`config.mk`:
```
export PLATFORM = sky130hd
export DESIGN_NAME = fetch_stage
export DESIGN_NICKNAME = d
export VERILOG_FILES = /design/src/rtl/fetch_stage.sv
export SDC_FILE = /design/constraint.sdc
export NUM_CORES = 1
export LEC_CHECK = 0
export CORE_UTILIZATION = 45
export CTS_CLUSTER_DIAMETER = 40
export DETAILED_ROUTE_END_ITERATION = 7
export PLACE_DENSITY = 0.7
export REMOVE_ABC_BUFFERS = 1
export SYNTH_ARGS = -nofsm -noshare
export SYNTH_HDL_FRONTEND = slang
export SYNTH_SLANG_ARGS = --single-unit
```
`constraint.sdc`:
```
create_clock -name clk -period 6.6 [get_ports clk]
set_input_delay 1.98 -clock clk [delete_from_list [all_inputs] [get_ports clk]]
set_output_delay 1.98 -clock clk [all_outputs]
set_load 0.05 [all_outputs]
```
`src/rtl/fetch_stage.sv`:
```
// Fetch stage of the 5-stage MIPS pipeline.
// Owns the PC, issues instruction-memory requests, and holds the IF/ID
// register. A one-entry skid buffer lets one word be fetched while decode is
// stalled. Decode redirects (JR > J/JAL > JBEQ) squash the word fetched in the
// redirect cycle; there is no delay slot.
module fetch_stage #(
  parameter logic [31:0] RESET_PC = 32'h0000_0000
) (
  input  logic        clk,
  input  logic        rst,
  input  logic        stall,
  input  logic        JBEQ,
  input  logic        J,
  input  logic        JAL,
  input  logic        JR,
  input  logic [31:0] jr_target,
  output logic        imem_req,
  output logic [31:0] imem_addr,
  input  logic [31:0] imem_rdata,
  input  logic        imem_ready,
  output logic [31:0] instr_D,
  output logic [31:0] pc_plus4_D,
  output logic        valid_D,
  output logic        align_err
);

  typedef enum logic {BUF_EMPTY, BUF_FULL} buf_state_t;

  localparam logic [31:0] RESET_PC_ALIGNED = {RESET_PC[31:2], 2'b00};

  buf_state_t  state, state_next;
  logic [31:0] pc;
  logic [31:0] pc_plus4;
  logic [31:0] buf_instr;
  logic [31:0] buf_pc4;
  logic [31:0] instr_q;
  logic [31:0] pc4_q;
  logic        valid_q;
  logic        align_q;
  logic        acc;
  logic        redir;
  logic [31:0] jbeq_offset;
  logic [31:0] target;

  assign pc_plus4    = pc + 32'd4;
  assign acc         = imem_req && imem_ready;
  assign redir       = valid_q && !stall && (JR || J || JAL || JBEQ);
  assign jbeq_offset = {{14{instr_q[15]}}, instr_q[15:0], 2'b00};

  // Redirect target selection: JR first, then J/JAL, then the branch.
  always_comb begin
    target = pc4_q + jbeq_offset;
    if (JR) begin
      target = {jr_target[31:2], 2'b00};
    end else if (J || JAL) begin
      target = {pc4_q[31:28], instr_q[25:0], 2'b00};
    end
  end

  // Skid buffer state register.
  always_ff @(posedge clk or negedge rst) begin
    if (!rst) begin
      state <= BUF_EMPTY;
    end else begin
      state <= state_next;
    end
  end

  // Skid buffer next state: fill on a stalled fetch, drain when decode moves.
  always_comb begin
    state_next = state;
    if (redir) begin
      state_next = BUF_EMPTY;
    end else begin
      case (state)
        BUF_EMPTY: if (stall && acc) state_next = BUF_FULL;
        BUF_FULL:  if (!stall) state_next = BUF_EMPTY;
        default:   state_next = BUF_EMPTY;
      endcase
    end
  end

  // Fetch requests stop while the buffer holds a word or reset is asserted.
  always_comb begin
    imem_req = rst && (state == BUF_EMPTY);
  end

  // PC advances on an accepted fetch unless a redirect overrides it.
  always_ff @(posedge clk or negedge rst) begin
    if (!rst) begin
      pc <= RESET_PC_ALIGNED;
    end else if (redir) begin
      pc <= target;
    end else if (acc) begin
      pc <= pc_plus4;
    end
  end

  // Skid buffer capture of the word fetched while decode is stalled.
  always_ff @(posedge clk or negedge rst) begin
    if (!rst) begin
      buf_instr <= 32'd0;
      buf_pc4   <= 32'd0;
    end else if (state == BUF_EMPTY && stall && acc) begin
      buf_instr <= imem_rdata;
      buf_pc4   <= pc_plus4;
    end
  end

  // IF/ID register: bubble on redirect, otherwise take buffer or fresh word.
  always_ff @(posedge clk or negedge rst) begin
    if (!rst) begin
      instr_q <= 32'd0;
      pc4_q   <= 32'd0;
      valid_q <= 1'b0;
    end else if (redir) begin
      instr_q <= 32'd0;
      pc4_q   <= 32'd0;
      valid_q <= 1'b0;
    end else if (!stall) begin
      if (state == BUF_FULL) begin
        instr_q <= buf_instr;
        pc4_q   <= buf_pc4;
        valid_q <= 1'b1;
      end else if (acc) begin
        instr_q <= imem_rdata;
        pc4_q   <= pc_plus4;
        valid_q <= 1'b1;
      end else begin
        instr_q <= 32'd0;
        pc4_q   <= 32'd0;
        valid_q <= 1'b0;
      end
    end
  end

  // Sticky flag for a JR that targeted a non-word-aligned address.
  always_ff @(posedge clk or negedge rst) begin
    if (!rst) begin
      align_q <= 1'b0;
    end else if (redir && JR && (jr_target[1:0] != 2'b00)) begin
      align_q <= 1'b1;
    end
  end

  assign imem_addr  = pc;
  assign instr_D    = instr_q;
  assign pc_plus4_D = pc4_q;
  assign valid_D    = valid_q;
  assign align_err  = align_q;

endmodule
```
==> results.py, run 1 <==
metrics = {
    "sta": {
        "setup_viol": 0,
        "rsz0062_at_grt": "no",
        "hold_viol": 0,
        "final.setup_skew_ns": 0.00865,
        "period_share": 0.825,
        "tns_ns": 0,
        "slew_headroom": 0.269,
        "fmax_ghz": 0.184,
        "slew_viol_final": 0,
        "setup_slack_ns": 1.15,
        "worstMarginPinSlew_ns": 1.10,
        "period_minus_slack_ns": 5.45,
    },
    "power": {
        "power_density_nw_per_um2": 336,
        "power_leakage_nw": 4.92,
        "switching_share": 0.420,
        "clkPwrFrac": 0.241,
        "p_seq_frac": 0.372,
        "combPwrFrac": 0.387,
        "p_sw_mw": 1.69,
        "max-vdd-ir-drop_mv": 0.188,
        "p_int_mw": 2.33,
    },
    "critical_path": {
        "cp_top_family": "buffers and inverters",
        "crit_path_start": "rst",
        "required_ns": 4.62,
        "crit_slowest_cell": "clkdlybuf4s50_1",
        "crit_chain": "buf_6, nor2b_1, clkdlybuf4s50_1",
        "endpoint_kind": "output pin",
        "worst_ep_arrival_time_ns": 3.47,
        "worst-path-buf-inv": 2,
        "startpoint_type": "input pin",
        "slowest_delay_ns": 0.84,
        "worst-path-max-fanout": 42,
        "r2r_start": "instr_D[0]$_DFFE_PN0P_",
        "critical_path_class": "input pin to output pin",
    },
    "synth": {
        "synth.area.top_cells": "dfrtp_1, nand2_1, o21ai_0, mux2_2, ha_1",
        "async_flop_share": 1.00,
        "syn_inst": 1044,
        "yosysSeqAreaShare": 0.428,
        "yosys_warnings": 0,
        "ys_types": 61,
        "synthFlopType": "dfrtp_1",
        "synth_largest_area_cell": "dfrtp_1",
        "synth-edff-count": 0,
        "ys_ff_latch": 163,
        "synth_common_cells": "nand2_1, dfrtp_1, o21ai_0",
        "synth_top_cell_area_share": 0.428,
        "yosysMostFrequentCell": "nand2_1",
        "synth.cell_area_um2": 9520,
        "avgSynthCellArea_um2": 9.12,
    },
    "global_route": {
        "grt_max_degree": 94,
        "antenna_found_initial": 2,
        "grt.total_usage": 0.269,
        "overflow": 0,
        "grt_pass1_wl_um": 45500,
        "grt_pass1_vias": 8418,
    },
    "floorplan": {
        "rows": 52,
        "num_io_pins": 171,
        "die_h_um": 147,
        "die_area_um2": 21700,
        "initial_utilization": 0.465,
        "dieWidth_um": 147,
        "core_area_um2": 20500,
    },
    "clock_network": {
        "h-tree-depth": 4,
        "cts_max_path_buffers": 2,
        "clock_sinks": 163,
        "clk_latency_ns": 0.44,
        "cts_tree": "done",
        "cts_root_buf": "clkbuf_16",
        "cts_buffers": 17,
        "postCtsSetupBuffers": 0,
        "cts-resized-gates": 0,
        "ctsHoldBuffers": 0,
        "path_clk_slew_ns": 0.06,
    },
    "run_status": {
        "status": "complete, no violations",
    },
    "detailed_routing": {
        "first_pass_iters": 6,
        "drt-initial-drc-count": 646,
        "detail_route.wl_per_cell_um": 19.2,
        "wirelength_um": 28000,
        "drc": 0,
        "vias": 8471,
        "ant_nets": 0,
        "via_per_inst": 5.81,
    },
    "run": {
        "cap_violations": 0,
    },
    "cells_and_area": {
        "nets": 1278,
        "drive_gt1_frac": 0.0851,
        "final_util": 0.584,
        "syn2layout_area_growth_pct": 25.6,
        "diodes": 0,
    },
    "min_path": {
        "hp-class": "flip-flop to flip-flop",
        "min_from": "buf_pc4[26]$_DFFE_PN0P_",
    },
    "place": {
        "routabilityCongestion": 0.952,
        "io_buffer_count": 170,
        "dp_slack_ns": 1.09,
        "dp_hpwl_um": 18200,
    },
}
==> cells in the final DEF (no fill, tap or decap), drive strengths merged, types with 10 or more instances in the layout <==
cell,count
nand2,164
clkdlybuf4s50,168
a31oi,10
and3,10
a21oi,46
nand4,12
o31ai,42
clkbuf,18
buf,18
a22o,26
nor3,15
a22oi,35
o211ai,12
xor2,35
inv,15
or3,15
a211oi,19
mux2,35
ha,30
dfrtp,163
a21o,12
nor2,60
xnor2,42
o21ai,98
nand3,28
==> metrics by stage <==
| step | instance area (um^2) | std cells | hold slack (ns) | power [mW] |
|---|---|---|---|---|
| 3_5_place_dp | 11400 | 1426 | 0.470 | 3.06 |
| 5_1_grt | 12000 | 1457 | 0.494 | 4.24 |
| 3_3_place_gp | 11400 | 1426 | 0.462 | 3.04 |
| 6_report | 12000 | 1457 | 0.481 | 4.02 |
| 4_1_cts | 12000 | 1457 | 0.486 | 4.04 |
| 2_1_floorplan | 9230 | 970 | 0.450 | 2.50 |
==> cell type report <==
| class | count | area, um^2 |
|---|---|---|
| tap | 270 | 338 |
| sequential | 163 | 4080 |
| multi-input combinational | 800 | 5140 |
| timing repair buffer | 186 | 1820 |
| fill | 1845 | 8530 |
| inverter | 7 | 26.3 |
| clock buffer | 18 | 439 |
| clock inverter | 13 | 118 |
==> power groups by stage <==
stage | sequential, mW | combinational [mW] | clock, mW
6_report | 1.49 | 1.56 | 0.969
5_1_grt | 1.53 | 1.68 | 1.02
4_1_cts | 1.49 | 1.56 | 0.985
3_5_place_dp | 1.51 | 1.55 | 0
3_3_place_gp | 1.50 | 1.54 | 0
2_1_floorplan | 1.90 | 0.598 | 0
==> kinds of logic after synthesis <==
kind of cell,synth area share
compound gates,0.227
xor+xnor,0.0708
fa+ha+maj,0.0415
buf+inv,0.0336
flops,0.428
mux,0.0414
simple gates,0.158
==> registers in the layout (all words and copies together), names as in the netlist <==
register and cells:
valid_D 1, state 1, instr_D 32, align_err 1, buf_pc4 32, pc_plus4_D 32, imem_addr 32, buf_instr 32
==> worst reg2reg max path: stages (launching register included) <==
cell and delay, ns:
dfrtp_1 0.42, ha_1 0.26, fa_1 0.43, a211oi_1 0.45
o211ai_1 0.22, a41oi_1 0.52, nor2_1 0.12, a211oi_1 0.59
o21bai_1 0.19, xor2_1 0.17, nor2_1 0.15, o22ai_1 0.11
==> metal layers <==
| metal | track usage | vias to the layer above | share of wire |
|---|---|---|---|
| met5 | 0 | - | 0.00046 |
| met4 | 0.0727 | 2 | 0.016 |
| met3 | 0.0562 | 33 | 0.064 |
| met2 | 0.451 | 282 | 0.49 |
| met1 | 0.352 | 4098 | 0.43 |
| li1 | - | 4056 | - |
==> worst paths after layout <==
check / endpoint / cells after the start / slack (ns)
max: imem_req / 3 / 1.15
min: buf_pc4[26]$_DFFE_PN0P_ / 2 / 0.48
max reg2reg: imem_addr[28]$_DFFE_PN0P_ / 11 / 2.82
min reg2reg: buf_pc4[26]$_DFFE_PN0P_ / 2 / 0.48
max in group asynchronous: state$_DFF_PN0_ / 2 / 3.95
min in group asynchronous: instr_D[17]$_DFFE_PN0P_ / 1 / 1.46
Power figures use the tool's default switching activity.
==> run 2: changes to the inputs <==
==> constraint.sdc (replaced) <==
create_clock -name clk -period 5.5 [get_ports clk]
set_input_delay 1.65 -clock clk [delete_from_list [all_inputs] [get_ports clk]]
set_output_delay 1.65 -clock clk [all_outputs]
set_load 0.05 [all_outputs]
==> results.py, run 2 (synthesis results as in run 1) <==
metrics = {
    "global_route": {
        "grtUsageMet3": 0.0537,
        "grt.total_usage": 0.269,
        "grt_pass1_vias": 8276,
        "grt_pass1_wl_um": 45600,
        "grt_max_degree": 94,
        "overflow": 0,
        "grt_use_met1": 0.367,
        "globalRouteMet2Util": 0.427,
        "antenna_found_initial": 0,
        "top_usage_layer": "met2",
    },
    "cells_and_area": {
        "multi_input_area_um2": 5140,
        "mostFrequentLayoutCell": "clkdlybuf4s50_1",
        "final_util": 0.586,
        "drive_gt1_frac": 0.0882,
        "fillCellCount": 1868,
        "nets": 1280,
        "final_cell_mix": "clkdlybuf4s50_1, nand2_1, dfrtp_1",
        "fin_cells": 1461,
        "regArea_um2": 4080,
        "syn2layout_area_growth_pct": 26.2,
    },
    "clock_network": {
        "cts_tree": "done",
        "postCtsSetupBuffers": 0,
        "cts_root_buf": "clkbuf_16",
        "h-tree-depth": 4,
        "clk_latency_ns": 0.44,
        "cts-resized-gates": 0,
        "cts_buffers": 17,
        "clock_sinks": 163,
        "cts_max_path_buffers": 2,
        "path_clk_slew_ns": 0.07,
        "ctsHoldBuffers": 0,
    },
    "critical_path": {
        "worst_ep_arrival_time_ns": 2.32,
        "required_ns": 3.85,
        "worst-path-max-fanout": 3,
        "r2r_start": "instr_D[0]$_DFFE_PN0P_",
        "crit_path_start": "rst",
        "startpoint_type": "input pin",
        "critical_path_class": "input pin to output pin",
        "endpoint_kind": "output pin",
    },
    "power": {
        "max-vdd-ir-drop_mv": 0.286,
        "power_leakage_nw": 4.95,
        "power_density_nw_per_um2": 404,
    },
    "detailed_routing": {
        "via_per_inst": 5.81,
        "vias": 8483,
        "drt-initial-drc-count": 586,
        "wirelength_um": 28400,
        "detail_route.wl_per_cell_um": 19.4,
        "drc": 0,
        "first_pass_iters": 6,
        "ant_nets": 0,
    },
    "sta": {
        "worstMarginPinSlew_ns": 1.06,
        "rsz0062_at_grt": "no",
        "hold_viol": 0,
        "period_minus_slack_ns": 3.97,
        "setup_slack_ns": 1.53,
        "final.setup_skew_ns": 0.0109,
        "setup_viol": 0,
        "slew_headroom": 0.295,
        "tns_ns": 0,
        "period_share": 0.723,
        "slew_viol_final": 0,
        "fmax_ghz": 0.252,
    },
    "min_path": {
        "hp-class": "flip-flop to flip-flop",
        "min_from": "buf_pc4[28]$_DFFE_PN0P_",
    },
    "run": {
        "cap_violations": 0,
    },
    "place": {
        "io_buffer_count": 170,
        "dp_slack_ns": 1.38,
        "routabilityCongestion": 0.924,
        "dp_cells": 1428,
        "dp_hpwl_um": 19200,
    },
    "floorplan": {
        "dieWidth_um": 147,
        "core_area_um2": 20500,
        "num_io_pins": 171,
        "initial_utilization": 0.465,
        "rows": 52,
        "die_area_um2": 21700,
        "die_h_um": 147,
    },
    "run_status": {
        "status": "complete, no violations",
    },
}
run 2: cell types whose count changed in the layout (fill, tap and decap cells not counted):
cell | previous run | this run
inv_6 | 5 | 6
buf_12 | 0 | 2
clkinv_2 | 0 | 2
clkdlybuf4s50_1 | 168 | 167
clkbuf_8 | 1 | 0
clkinv_8 | 0 | 2
clkinvlp_4 | 3 | 2
inv_8 | 3 | 2
clkinv_4 | 2 | 1
buf_4 | 17 | 18
diode_2 | 0 | 1
run 2: power breakdown:
group | internal, mW | switching [mW]
combinational | 0.716 | 1.16
sequential | 1.48 | 0.325
clock | 0.599 | 0.572
total | 2.80 | 2.06
run 2: layout make-up:
| type | count | area share |
|---|---|---|
| diodes | 1 | 0.000208 |
| flip-flops and latches | 163 | 0.340 |
| clock inverters | 15 | 0.0118 |
| inverters | 7 | 0.00219 |
| well taps | 270 | 0.0281 |
| repair buffers | 188 | 0.155 |
| clock buffers | 17 | 0.0354 |
| multi-input cells | 800 | 0.428 |
run 2: layer usage:
layer  up-vias  share of wire
met5         -              0
met4         0          0.023
met3        47          0.057
met2       267           0.46
met1      4108           0.45
li1       4061              -
run 2: critical path, stage by stage:
cell and delay, ns:
buf_6 0.10, nor2b_1 0.37, buf_12 0.19
run 2: worst paths after layout:
path / to / slack [ns] / cells past startpoint
worst max-delay path: imem_req / 1.53 / 3
worst min-delay path: buf_pc4[28]$_DFFE_PN0P_ / 0.48 / 2
worst max register to register: imem_addr[30]$_DFFE_PN0P_ / 1.77 / 11
worst min register to register: buf_pc4[28]$_DFFE_PN0P_ / 0.48 / 2
max in group asynchronous: imem_addr[14]$_DFFE_PN0P_ / 2.80 / 3
min in group asynchronous: instr_D[12]$_DFFE_PN0P_ / 1.41 / 2
run 2: through the flow:
stage	hold WS (ns)	power [mW]	instance area [um^2]
finish	0.480	4.85	12000
detailed placement	0.469	3.69	11400
CTS	0.485	4.86	12000
global placement	0.462	3.66	11400
global route	0.500	5.10	12000
floorplan	0.450	3.00	9230
